$ cat src/rtl/sine_pkg.sv
// Shared constants and quadrant helpers for the sine lookup pipeline.
// Both channels classify their phase through the same quadrant functions.
package sine_pkg;

    localparam int SINE_AW = 8;
    localparam int SINE_DW = 8;

    typedef enum logic [1:0] {
        Q0 = 2'd0,
        Q1 = 2'd1,
        Q2 = 2'd2,
        Q3 = 2'd3
    } quadrant_e;

    function automatic int mid_for(input int dw);
        return 32'sd1 << (dw - 32'sd1);
    endfunction

    localparam int MID = mid_for(SINE_DW);

    // Quadrants 1 and 3 walk the quarter-wave table backwards.
    function automatic logic quad_mirrored(input quadrant_e q);
        logic m;
        case (q)
            Q1, Q3:  m = 1'b1;
            default: m = 1'b0;
        endcase
        return m;
    endfunction

    // Quadrants 2 and 3 sit below mid-scale.
    function automatic logic quad_negative(input quadrant_e q);
        logic n;
        case (q)
            Q2, Q3:  n = 1'b1;
            default: n = 1'b0;
        endcase
        return n;
    endfunction

endpackage

$ cat src/rtl/sine_quarter_rom.sv
// Combinational quarter-wave sine magnitude table, round(127*sin(2*pi*(i+0.5)/256)).
// Exact for AW=8/DW=8; other sizes resample the 64-entry base table and rescale it.
module sine_quarter_rom #(
    parameter int AW = 8,
    parameter int DW = 8
) (
    input  logic [AW-3:0] idx,
    output logic [DW-2:0] mag
);

    logic [5:0] idx6_s;
    logic [6:0] base_s;

    if (AW == 8) begin : g_idx_eq
        assign idx6_s = idx;
    end else if (AW > 8) begin : g_idx_wide
        assign idx6_s = idx[AW-3 -: 6];
    end else begin : g_idx_narrow
        assign idx6_s = {idx, {(8-AW){1'b0}}};
    end

    if (DW == 8) begin : g_dw_eq
        assign mag = base_s;
    end else if (DW > 8) begin : g_dw_wide
        assign mag = {base_s, {(DW-8){1'b0}}};
    end else begin : g_dw_narrow
        assign mag = base_s[6 -: (DW-1)];
    end

    // Base quarter-wave magnitude table.
    always_comb begin
        base_s = 7'd0;
        case (idx6_s)
            6'd0:    base_s = 7'd2;
            6'd1:    base_s = 7'd5;
            6'd2:    base_s = 7'd8;
            6'd3:    base_s = 7'd11;
            6'd4:    base_s = 7'd14;
            6'd5:    base_s = 7'd17;
            6'd6:    base_s = 7'd20;
            6'd7:    base_s = 7'd23;
            6'd8:    base_s = 7'd26;
            6'd9:    base_s = 7'd29;
            6'd10:   base_s = 7'd32;
            6'd11:   base_s = 7'd35;
            6'd12:   base_s = 7'd38;
            6'd13:   base_s = 7'd41;
            6'd14:   base_s = 7'd44;
            6'd15:   base_s = 7'd47;
            6'd16:   base_s = 7'd50;
            6'd17:   base_s = 7'd53;
            6'd18:   base_s = 7'd56;
            6'd19:   base_s = 7'd58;
            6'd20:   base_s = 7'd61;
            6'd21:   base_s = 7'd64;
            6'd22:   base_s = 7'd67;
            6'd23:   base_s = 7'd69;
            6'd24:   base_s = 7'd72;
            6'd25:   base_s = 7'd74;
            6'd26:   base_s = 7'd77;
            6'd27:   base_s = 7'd79;
            6'd28:   base_s = 7'd82;
            6'd29:   base_s = 7'd84;
            6'd30:   base_s = 7'd86;
            6'd31:   base_s = 7'd89;
            6'd32:   base_s = 7'd91;
            6'd33:   base_s = 7'd93;
            6'd34:   base_s = 7'd95;
            6'd35:   base_s = 7'd97;
            6'd36:   base_s = 7'd99;
            6'd37:   base_s = 7'd101;
            6'd38:   base_s = 7'd103;
            6'd39:   base_s = 7'd105;
            6'd40:   base_s = 7'd106;
            6'd41:   base_s = 7'd108;
            6'd42:   base_s = 7'd110;
            6'd43:   base_s = 7'd111;
            6'd44:   base_s = 7'd113;
            6'd45:   base_s = 7'd114;
            6'd46:   base_s = 7'd115;
            6'd47:   base_s = 7'd117;
            6'd48:   base_s = 7'd118;
            6'd49:   base_s = 7'd119;
            6'd50:   base_s = 7'd120;
            6'd51:   base_s = 7'd121;
            6'd52:   base_s = 7'd122;
            6'd53:   base_s = 7'd123;
            6'd54:   base_s = 7'd124;
            6'd55:   base_s = 7'd124;
            6'd56:   base_s = 7'd125;
            6'd57:   base_s = 7'd125;
            6'd58:   base_s = 7'd126;
            6'd59:   base_s = 7'd126;
            6'd60:   base_s = 7'd127;
            6'd61:   base_s = 7'd127;
            6'd62:   base_s = 7'd127;
            6'd63:   base_s = 7'd127;
            default: base_s = 7'd0;
        endcase
    end

endmodule

$ cat src/rtl/sine_lut_pipe.sv
// Two-channel sine lookup: channel 1 at phase addr, channel 2 at addr+offset.
// Stage 1 holds table magnitude and sign, stage 2 holds the mid-scale-applied sample.
module sine_lut_pipe
    import sine_pkg::*;
#(
    parameter int AW = SINE_AW,
    parameter int DW = SINE_DW
) (
    input  logic          clk,
    input  logic          rst,
    input  logic          en,
    input  logic [AW-1:0] addr,
    input  logic [AW-1:0] offset,
    output logic [DW-1:0] dout1,
    output logic [DW-1:0] dout2,
    output logic          vld
);

    localparam logic [DW-1:0] MID_V = (DW == SINE_DW) ? DW'(MID) : DW'(mid_for(DW));

    logic [AW-1:0] phase_s  [2];
    logic [AW-3:0] idx_s    [2];
    logic          mirror_s [2];
    logic          neg_s    [2];
    logic [DW-2:0] rom_s    [2];

    logic          vld1_q;
    logic          vld2_q;
    logic [DW-2:0] mag_q    [2];
    logic          neg_q    [2];
    logic [DW-1:0] samp_q   [2];
    logic [DW-1:0] samp_d   [2];

    assign phase_s[0] = addr;
    assign phase_s[1] = addr + offset;

    for (genvar ch = 0; ch < 2; ch++) begin : g_ch
        quadrant_e     q_s;
        logic [AW-3:0] low_s;

        assign q_s          = quadrant_e'(phase_s[ch][AW-1 -: 2]);
        assign low_s        = phase_s[ch][AW-3:0];
        assign mirror_s[ch] = quad_mirrored(q_s);
        assign neg_s[ch]    = quad_negative(q_s);
        // Bitwise inversion of low is (N-1)-low.
        assign idx_s[ch]    = mirror_s[ch] ? ~low_s : low_s;

        sine_quarter_rom #(
            .AW (AW),
            .DW (DW)
        ) u_rom (
            .idx (idx_s[ch]),
            .mag (rom_s[ch])
        );
    end

    // Apply the stored sign around mid-scale; magnitude never exceeds mid-1.
    always_comb begin
        for (int ch = 0; ch < 2; ch++) begin
            samp_d[ch] = MID_V;
            if (neg_q[ch]) begin
                samp_d[ch] = MID_V - {1'b0, mag_q[ch]};
            end else begin
                samp_d[ch] = MID_V + {1'b0, mag_q[ch]};
            end
        end
    end

    // Pipeline state; a zero magnitude register represents the mid-scale sample.
    always_ff @(posedge clk or posedge rst) begin
        if (rst) begin
            vld1_q <= 1'b0;
            vld2_q <= 1'b0;
            for (int ch = 0; ch < 2; ch++) begin
                mag_q[ch]  <= {(DW-1){1'b0}};
                neg_q[ch]  <= 1'b0;
                samp_q[ch] <= MID_V;
            end
        end else begin
            vld1_q <= en;
            vld2_q <= vld1_q;
            for (int ch = 0; ch < 2; ch++) begin
                if (en) begin
                    mag_q[ch] <= rom_s[ch];
                    neg_q[ch] <= neg_s[ch];
                end
                if (vld1_q) begin
                    samp_q[ch] <= samp_d[ch];
                end
            end
        end
    end

    assign dout1 = samp_q[0];
    assign dout2 = samp_q[1];
    assign vld   = vld2_q;

endmodule

$ cat config.mk
export PLATFORM = sky130hd
export DESIGN_NAME = sine_lut_pipe
export DESIGN_NICKNAME = d
export VERILOG_FILES = /design/src/rtl/sine_pkg.sv /design/src/rtl/sine_quarter_rom.sv /design/src/rtl/sine_lut_pipe.sv
export SDC_FILE = /design/constraint.sdc
export NUM_CORES = 1
export LEC_CHECK = 0
export BUFFER_PORTS_ARGS = -buffer_cell sky130_fd_sc_hd__buf_2
export CAP_MARGIN = 10
export CORE_MARGIN = 2
export CORE_UTILIZATION = 60
export CTS_CLUSTER_DIAMETER = 200
export DETAILED_ROUTE_END_ITERATION = 10
export GPL_ROUTABILITY_DRIVEN = 0
export PLACE_DENSITY = 0.93
export SETUP_SLACK_MARGIN = 0.15
export SLEW_MARGIN = 5
export SYNTH_ARGS = -nofsm -noshare
export SYNTH_HDL_FRONTEND = slang
export SYNTH_HIERARCHICAL = 1
export SYNTH_SLANG_ARGS = --single-unit
$ cat constraint.sdc
create_clock -name clk -period 4.73 [get_ports clk]
set_input_delay 0.946 -clock clk [delete_from_list [all_inputs] [get_ports clk]]
set_output_delay 0.946 -clock clk [all_outputs]
set_load 0.005 [all_outputs]
==> results of run 1 <==
==> sequential cells by signal, summed over array words and instances (netlist names) <==
| register | count |
|---|---|
| dout2 | 8 |
| neg_q | 2 |
| mag_q | 14 |
| vld | 1 |
| dout1 | 8 |
| vld1_q | 1 |
==> cells in the mapped netlist, drive strengths merged (3+ instances only) <==
cell type / n
nand2b: 10
a211oi: 4
nor2: 33
mux2: 16
o21ai: 23
ha: 31
a21oi: 35
o211ai: 6
or4: 3
dfrtp: 32
o21a: 3
or3: 3
xor2: 16
nand2: 17
o31ai: 5
o221ai: 3
buf: 14
a31oi: 8
nor2b: 7
nor3: 6
mux2i: 6
xnor2: 15
clkbuf: 8
inv: 14
==> metal layers <==
| layer | vias to the layer above | global-route usage |
|---|---|---|
| met5 | - | 0 |
| met4 | 0 | 0.0745 |
| met3 | 12 | 0.0379 |
| met2 | 81 | 0.394 |
| met1 | 1282 | 0.290 |
| li1 | 1348 | - |
==> stage by stage <==
step,total power [mW],utilization,instances
after floorplan,1.09,-,358
after global placement,1.24,0.659,452
after detailed placement,1.29,0.659,452
after CTS,1.49,0.674,460
after global routing,1.62,0.674,460
final,1.49,0.674,460
==> worst max-delay path: stages <==
cell,delay (ps)
buf_2,110
ha_1,210
fa_1,430
a211oi_1,360
o21bai_1,150
a21oi_2,350
xnor2_1,290
inv_1,120
buf_4,190
ha_1,220
mux4_2,450
nor2_1,100
a21oi_1,50
mux2_2,300
==> cell families after synthesis <==
kind of cell,after synthesis,share of synthesized area
multiplexers,24,0.0904
XOR/XNOR,31,0.0860
buffers and inverters,37,0.0618
flip-flops,34,0.270
adder cells (fa/ha/maj),32,0.129
AO/OA/AOI/OAI,111,0.224
AND/OR/NAND/NOR,89,0.138
==> final timing paths <==
path	startpoint	to	slack [ps]	cells after the start
max reg2reg	mag_q[0]	dout2[6]	2940	6
max in group asynchronous	rst	dout1[7]	3680	3
min	dout1[7]	dout1[7]	510	2
min in group asynchronous	rst	dout1[0]	730	3
min reg2reg	dout1[7]	dout1[7]	510	2
max	addr[0]	mag_q[4]	600	14
==> cell type report <==
cell class	instances	area, um2	area share
multi-input combinational	287	2110	0.612
tap	70	87.6	0.0254
sequential	34	853	0.248
timing repair buffer	46	258	0.0749
inverter	15	56.3	0.0164
clock buffer	8	80.1	0.0233
==> power by group <==
| group | switching (mW) | internal, mW |
|---|---|---|
| Sequential | 0.0835 | 0.391 |
| Clock | 0.0909 | 0.104 |
| Combinational | 0.443 | 0.378 |
| Total | 0.618 | 0.873 |
==> results.md, run 1 <==
- Maxcap violations: 0
- Top-area cell type share of the netlist area: 0.254
- Top-Level Pins: 36
- Root Buffer: clkbuf_8
- Worst Skew: 4.28 ps
- # clock sinks: 34
- RSZ-0062 raised after global routing: no
- Final design area excluding fillers: 0.00344 mm2
- Most frequent cells in the layout: 35 x buf_2, 34 x a21oi_1, 32 x nor2_1, 32 x dfrtp_1, 31 x ha_1
- Antenna Cells: 0
- Cell taking the most area after synthesis: dfrtp_1
- Main area contributors after synthesis: dfrtp_1 25%, ha_1 12%, mux2_2 5.7%, a21oi_1 5.4%, xor2_1 4.4%
- Max Used Layer: met4
- Avg WL per Cell: 14.4 um
- Share of layout cells above drive strength 1: 0.203
- Post-CTS setup buffers: 0
- Number of flops mapped to enable cells by yosys: 0
- Initial Utilization: 0.618
- Synthesized area: 0.00316 mm2
- Detail Route Antenna Nets: 0
- Final wirelength: around 6.6 mm
- Pre-CTS setup slack: 323 ps
- Crit Path Max Fanout: 8
- Placement Cell Area: 0.00336 mm2
- Post-synthesis sequential area ratio: 0.270
- Fillers: 426
- Crit path time final: 4130 ps
- Crit Path Category: primary input to flip-flop
- Slew Viols, Final: 0
- Achievable frequency: 242 MHz
- CTS resizes: 0
- Syn_nets: 409
- Vias in the first global route: 2440
- Min-Delay Path Class: flip-flop to flip-flop
- Worst-Skew Late Latency: 280 ps
- WP data required: just under 5000 ps
- Clock Tree Buf Depth: 2
- Routed wl met2: 3.26 mm
- Die W: 76.5 um
- Post-synth top flop: dfrtp_1
- Core area: 0.00511 mm2
- P_leak: roughly 1.5 nW
- Power density cells: 433 mW/mm2
- Total Routing Usage GR: 0.228
- Cell variety after synth: 59
- Hpwl dp: 4.98 mm
- Outcome: complete, no violations
- Initial DRC Count: 115
- Detailed-route via count: approximately 2700
- I/O Buffers: 35
- Warnings from Yosys: 6
- Final worst slack: 601 ps
- Arrival @ worst endpoint: 4300 ps
- Crit path capture type: flip-flop
- Syn avg cell area: approximately 9 um2
- CTS buffer count: 5
- Wire length on met1: 2.99 mm
- Initial antenna violation count: 0
- Die ar.: approximately 0.0059 mm2
- Largest net degree at the start of global routing: 35
- Fin Hold WS: 508 ps
- Row count: 26
- Syn Inst Count: between 300 and 400
- Fin nets: 440
- Clock slew at reported path FFs: 60 ps
- Global-route wire length before repair: ~11 mm
- Setup Total Neg Slack: 0 ps
- Number of synthesized register bits: 34
- Htree depth: 2
- Type of origin of the critical path: primary input
- Commonest non-fill, non-tap cell in the layout: buf_2
- Via/cell ratio: 5.92
- # DRC: 0
- Met3 wire len: 253 um
- GRT overflow: 0
- CTS hold repair buffers: 0
- Post-synth ARST share: 1.00
- Fin. Hold Viols: 0
- Die Span Y: around 77 um
- First-pass DRT Iterations: 4
- Worst-Margin Slew: 1010 ps
- Slew Limit Headroom: 0.322
- Final setup violation count: 0
- CTS tree: yes
- Crit share post-route: 0.873
- Area grow syn2layout: 9.08%
- VDD IR max: 221 uV
Note: power is estimated with default switching activity, not from simulation.
==> inputs of run 2 (changes only) <==
--- a/config.mk
+++ b/config.mk
@@ -6,9 +6,10 @@
 export NUM_CORES = 1
 export LEC_CHECK = 0
 export BUFFER_PORTS_ARGS = -buffer_cell sky130_fd_sc_hd__buf_2
-export CAP_MARGIN = 10
+export CAP_MARGIN = 20
 export CORE_MARGIN = 2
 export CORE_UTILIZATION = 60
+export CTS_BUF_LIST = sky130_fd_sc_hd__clkbuf_4
 export CTS_CLUSTER_DIAMETER = 200
 export DETAILED_ROUTE_END_ITERATION = 10
 export GPL_ROUTABILITY_DRIVEN = 0
==> run 2 against run 1 <==
  * Sequential share of layout area is 0.14 points higher
  * Clock skew about the same
  * Largest power group unchanged
  * Largest cell class unchanged
  * Flip-flop and latch count is the same
==> results.md, run 2 (synthesis results as in run 1) <==
- Achievable frequency: 244 MHz (+0.83%)
- Crit Path Max Fanout: 8 (unchanged)
- Slew Viols, Final: 0 (unchanged)
- Total power: 1.45 mW (-2.6%)
- Max Used Layer: met4
- Worst Skew: 4.75 ps (+0.469 ps)
- Worst-Margin Slew: 1050 ps (+44.9 ps)
- Maxcap violations: 0 (unchanged)
- Crit share post-route: 0.866 (-0.00722)
- Die Span Y: 76.5 um (unchanged)
- CTS buffer count: 5 (unchanged)
- Fin nets: 440 (unchanged)
- Avg WL per Cell: 14.3 um (-0.92%)
- Total Routing Usage GR: 0.223 (-0.00443)
- Die W: 76.5 um (unchanged)
- Share of layout cells above drive strength 1: 0.210 (+0.00769)
- Power density cells: 424 mW/mm2 (-2.0%)
- Initial Utilization: 0.618 (unchanged)
- Max FFs per register: 14 (unchanged)
- Final setup violation count: 0 (unchanged)
- Outcome: complete, no violations
- Slew Limit Headroom: 0.292 (-0.0301)
- Core area: 0.00511 mm2 (unchanged)
- Final wirelength: 6.56 mm (-0.92%)
- Crit path time final: 4100 ps (-34.2 ps)
- # DRC: 0 (unchanged)
- Setup Total Neg Slack: 0 ps (unchanged)
- Register area: 853 um2 (unchanged)
- CTS tree: yes
- Htree depth: 2 (unchanged)
- Initial DRC Count: 127 (+10%)
- First-pass DRT Iterations: 4 (unchanged)
- Routed wl met2: 3.23 mm (-0.98%)
- Area grow syn2layout: 8.44%
- CTS resizes: 0 (unchanged)
- I/O Buffers: 35 (unchanged)
- Detailed-route via count: 2719 (-0.15%)
- Clock Tree Buf Depth: 2 (unchanged)
- CTS hold repair buffers: 0 (unchanged)
- RSZ-0062 raised after global routing: no
- Placement Cell Area: 0.00336 mm2 (unchanged)
- Wire length on met1: 2.94 mm (-1.6%)
- Clock slew at reported path FFs: 90 ps (+30 ps)
- Via/cell ratio: 5.91 (-0.15%)
- P_leak: 1.50 nW (-0.18%)
- Top reg by flops: mag_q
- Min-Delay Path Class: flip-flop to flip-flop
- Vias in the first global route: 2416 (-0.98%)
- Fin Hold WS: 508 ps (+0.312 ps)
- Commonest non-fill, non-tap cell in the layout: buf_2
- Arrival @ worst endpoint: 4320 ps (+20 ps)
- Initial antenna violation count: 0 (unchanged)
- Fillers: 426 (unchanged)
- Multi-input logic area: 0.00211 mm2 (unchanged)
- Worst-Skew Late Latency: 330 ps (+50 ps)
- Fin. Hold Viols: 0 (unchanged)
- Row count: 26 (unchanged)
- Final design area excluding fillers: 0.00342 mm2 (-0.58%)
- Top-Level Pins: 36 (unchanged)
- Met3 wire len: 286 um (+13%)
- Antenna Cells: 0 (unchanged)
- # clock sinks: 34 (unchanged)
- Post-CTS setup buffers: 0 (unchanged)
- WP data required: 4950 ps (+50 ps)
- Detail Route Antenna Nets: 0 (unchanged)
- Crit Path Category: primary input to flip-flop
- Largest net degree at the start of global routing: 35 (unchanged)
- Global-route wire length before repair: 10.8 mm (-1.9%)
- Most frequent cells in the layout: 35 x buf_2, 34 x a21oi_1, 32 x nor2_1, 32 x dfrtp_1, 31 x ha_1
- Crit path capture type: flip-flop
- Type of origin of the critical path: primary input
- Hpwl dp: 4.98 mm (unchanged)
- Die ar.: 0.00586 mm2 (unchanged)
- VDD IR max: 190 uV (-14%)
- GRT overflow: 0 (unchanged)
- Root Buffer: clkbuf_4
-- run 2: layout make-up --
cell class | count | share of cell area
Clock buffer | 8 | 0.0175
Inverter | 15 | 0.0164
Timing Repair Buffer | 46 | 0.0753
Tap cell | 70 | 0.0256
Multi-Input combinational cell | 287 | 0.616
Sequential cell | 34 | 0.249
-- run 2: worst max-delay path, cell delays in order --
cell and delay [ps]:
buf_2 110, ha_1 210, fa_1 430, a211oi_1 360
o21bai_1 150, a21oi_2 350, xnor2_1 290, inv_1 120
buf_4 190, ha_1 230, mux4_2 450, nor2_1 100
a21oi_1 60, mux2_2 310
-- run 2: path summary, 6_finish.rpt --
path / from / to / slack (ps) / cells after the start
setup reg to reg: mag_q[0] / dout2[6] / 2920 / 6
min in group asynchronous: rst / vld1_q / 680 / 3
max in group asynchronous: rst / dout1[7] / 3730 / 3
hold reg to reg: dout1[6] / dout1[6] / 510 / 1
setup / recovery: addr[0] / mag_q[4] / 630 / 14
hold / removal: dout1[6] / dout1[6] / 510 / 1
-- run 2: metal layers --
layer | track usage | up-vias
met1 | 0.282 | 1268
met3 | 0.0379 | 12
met4 | 0.0782 | 0
met5 | 0 | -
li1 | - | 1350
met2 | 0.386 | 89
-- run 2: power breakdown --
part	total [mW]	internal, mW	leakage [nW]	switching, mW
Clock	0.160	0.0763	0.0368	0.0838
Sequential	0.472	0.390	0.385	0.0822
Combinational	0.820	0.378	1.08	0.442
Total	1.45	0.844	1.50	0.608
-- run 2: per-stage QoR --
step	instances	setup slack [ps]	utilization
4_1_cts	460	683	0.670
2_1_floorplan	358	603	-
3_5_place_dp	452	323	0.659
5_1_grt	460	504	0.670
6_report	460	635	0.670
3_3_place_gp	452	502	0.659
==> inputs of run 3 (changes only) <==
--- a/config.mk
+++ b/config.mk
@@ -7,7 +7,8 @@
 export LEC_CHECK = 0
 export BUFFER_PORTS_ARGS = -buffer_cell sky130_fd_sc_hd__buf_2
 export CAP_MARGIN = 20
-export CORE_MARGIN = 2
+export CORE_ASPECT_RATIO = 1.1
+export CORE_MARGIN = 10
 export CORE_UTILIZATION = 60
 export CTS_BUF_LIST = sky130_fd_sc_hd__clkbuf_4
 export CTS_CLUSTER_DIAMETER = 200
==> run 3 against run 2 <==
  * Critical path depth unchanged
  * Worst setup slack improved by 44 ps
  * Register-to-register slack better by 20 ps
  * Sequential power hardly changed
  * Global-route usage down 6.1 points
  * Cell count shrank 2.6%
  * Power fell by 0.82%
  * Routed wire length increased by 0.72%
  * Sequential share of layout area grew 0.11 points
==> results.md, run 3 (synthesis results as in run 1) <==
- Outcome: complete, no violations
- VDD IR max: 220 uV (+16%)
- Maxcap violations: 0 (unchanged)
- Detail Route Antenna Nets: 0 (unchanged)
- Detailed-route via count: 2691 (-1.0%)
- Slew Viols, Final: 0 (unchanged)
- RSZ-0062 raised after global routing: no
- Register area: 853 um2 (unchanged)
- # clock sinks: 34 (unchanged)
- Arrival @ worst endpoint: 4280 ps (-40 ps)
- Crit Path Max Fanout: 9 (+1)
- CTS tree: yes
- GRT met2 Usage: 0.271 (-0.115)
- Global route hottest layer: met2
- Max FFs per register: 14 (unchanged)
- Fillers: 401 (-5.9%)
- Crit-path most repeated cell: ha_1
- Largest net degree at the start of global routing: 35 (unchanged)
- Fin. Hold Viols: 0 (unchanged)
- Final setup violation count: 0 (unchanged)
- Commonest non-fill, non-tap cell in the layout: buf_2
- Fin nets: 440 (unchanged)
- Crit. Startpoint: offset[0]
- First-pass DRT Iterations: 5 (+1)
- WP data required: 4950 ps (about the same)
- Area grow syn2layout: 7.97%
- Share of layout cells above drive strength 1: 0.210 (unchanged)
- Total power: 1.44 mW (-0.82%)
- Power density cells: 423 mW/mm2 (-0.38%)
- Die ar.: 0.00857 mm2 (+46%)
- Slew Limit Headroom: 0.311 (+0.0198)
- Root Buffer: clkbuf_4
- Core area: 0.00507 mm2 (-0.78%)
- Ordered cell list for the critical path: buf_2, ha_1, fa_1, a211oi_1, o21bai_1, a21oi_2, xnor2_1, inv_1, ha_1, nand2b_1, mux4_2, nor2_1, a21oi_1, mux2_2
- Die W: 89.2 um (+16%)
- Setup crit end: mag_q[4]
- Worst-Skew Late Latency: 330 ps (about the same)
- Initial DRC Count: 136 (+7.1%)
- Placed cell count: 440 (-2.7%)
- Top-Level Pins: 36 (unchanged)
- CTS resizes: 0 (unchanged)
- Multi-input logic area: 0.00211 mm2 (unchanged)
- Row count: 27 (+3.8%)
- Met3 usage: 0.0313 (-0.00664)
- Met1 usage: 0.204 (-0.0775)
- Post-CTS setup buffers: 0 (unchanged)
- Crit-path max cell delay: 450 ps (about the same)
- Fin Hold WS: 507 ps (-0.963 ps)
- Vias in the first global route: 2580 (+6.8%)
- Crit share post-route: 0.856 (-0.00928)
- Achievable frequency: 247 MHz (+1.1%)
- Worst R2R Start: mag_q[0]
- Min-Delay Path Class: flip-flop to flip-flop
- Global-route wire length before repair: 11.5 mm (+6.3%)
- Final wirelength: 6.61 mm (+0.72%)
- Antenna Cells: 0 (unchanged)
- CTS buffer count: 5 (unchanged)
- Most frequent cells in the layout: 35 x buf_2, 34 x a21oi_1, 32 x nor2_1, 32 x dfrtp_1, 31 x ha_1
- Number of cells on the worst reg-to-reg path: 6 (unchanged)
- Type of origin of the critical path: primary input
- Crit path capture type: flip-flop
- GRT overflow: 0 (unchanged)
- Via/cell ratio: 6.01 (+1.6%)
- Placement Cell Area: 0.00335 mm2 (-0.45%)
- # DRC: 0 (unchanged)
- Setup Total Neg Slack: 0 ps (unchanged)
- I/O Buffers: 35 (unchanged)
- Final design area excluding fillers: 0.00341 mm2 (-0.44%)
- CP Depth: 14 (unchanged)
- Htree depth: 2 (unchanged)
- P_leak: 1.50 nW (about the same)
- Hpwl dp: 5.07 mm (+1.8%)
- Initial antenna violation count: 0 (unchanged)
- Top reg by flops: mag_q
- Worst Skew: 4.74 ps (-0.0147 ps)
- Die Span Y: 96.1 um (+26%)
- Crit path time final: 4050 ps (-43.9 ps)
- Slowest cell on crit path: mux4_2
- CP top delay family: adder cells
- Avg WL per Cell: 14.7 um (+3.4%)
- Clock slew at reported path FFs: 90 ps (about the same)
- CTS hold repair buffers: 0 (unchanged)
- Clock Tree Buf Depth: 2 (unchanged)
- Worst-Margin Slew: 1030 ps (-29.4 ps)
- Total Routing Usage GR: 0.163 (-0.0606)
- Finished Layout Cells: 448 (-2.6%)
- Reg2Reg Setup Slack: 2940 ps (+20 ps)
- Initial Utilization: 0.623 (+0.00488)
- R2R Path End: dout2[6]
- CP bufs+invs: 2 (-1)
- Crit Path Category: primary input to flip-flop
-- run 3: per-layer routing --
layer	routed length, um	vias to the layer above
li1	-	1343
met5	0	-
met3	440	13
met2	3060	89
met1	3010	1246
met4	102	0
-- run 3: stage by stage --
| stage | worst slack (ps) | util |
|---|---|---|
| CTS | 714 | 0.673 |
| global placement | 506 | 0.661 |
| floorplan | 603 | - |
| detailed placement | 354 | 0.661 |
| finish | 679 | 0.673 |
| global route | 484 | 0.673 |
-- run 3: worst register-to-register path, delay by kind of cell, from the launching register on --
kind | cells | cell delay [ps]
AO/OA/AOI/OAI | 2 | 330
flip-flops | 1 | 420
adder cells (fa/ha/maj) | 1 | 160
XOR/XNOR | 1 | 170
buffers and inverters | 1 | 100
AND/OR/NAND/NOR | 1 | 460
-- run 3: worst min path at each step --
| stage | endpoint | depth (start not counted) | slack, ps | start |
|---|---|---|---|---|
| floorplan | vld | 0 | 370 | vld1_q |
| global placement | dout1[7] | 2 | 490 | dout1[7] |
| detailed placement | dout1[0] | 1 | 500 | dout1[0] |
| CTS | dout2[7] | 2 | 510 | dout2[7] |
| global route | dout2[7] | 2 | 540 | dout2[7] |
| finish | dout2[7] | 2 | 510 | dout2[7] |
-- run 3: cell type report --
type                            instances  share of cell area
Clock buffer                            8              0.0176
Tap cell                               58              0.0213
Inverter                               15              0.0165
Sequential cell                        34               0.250
Multi-Input combinational cell        287               0.619
Timing Repair Buffer                   46              0.0756
-- run 3: report_power, final --
group          internal, mW  switching (mW)
sequential            0.390          0.0805
combinational         0.375           0.433
clock                0.0764          0.0856
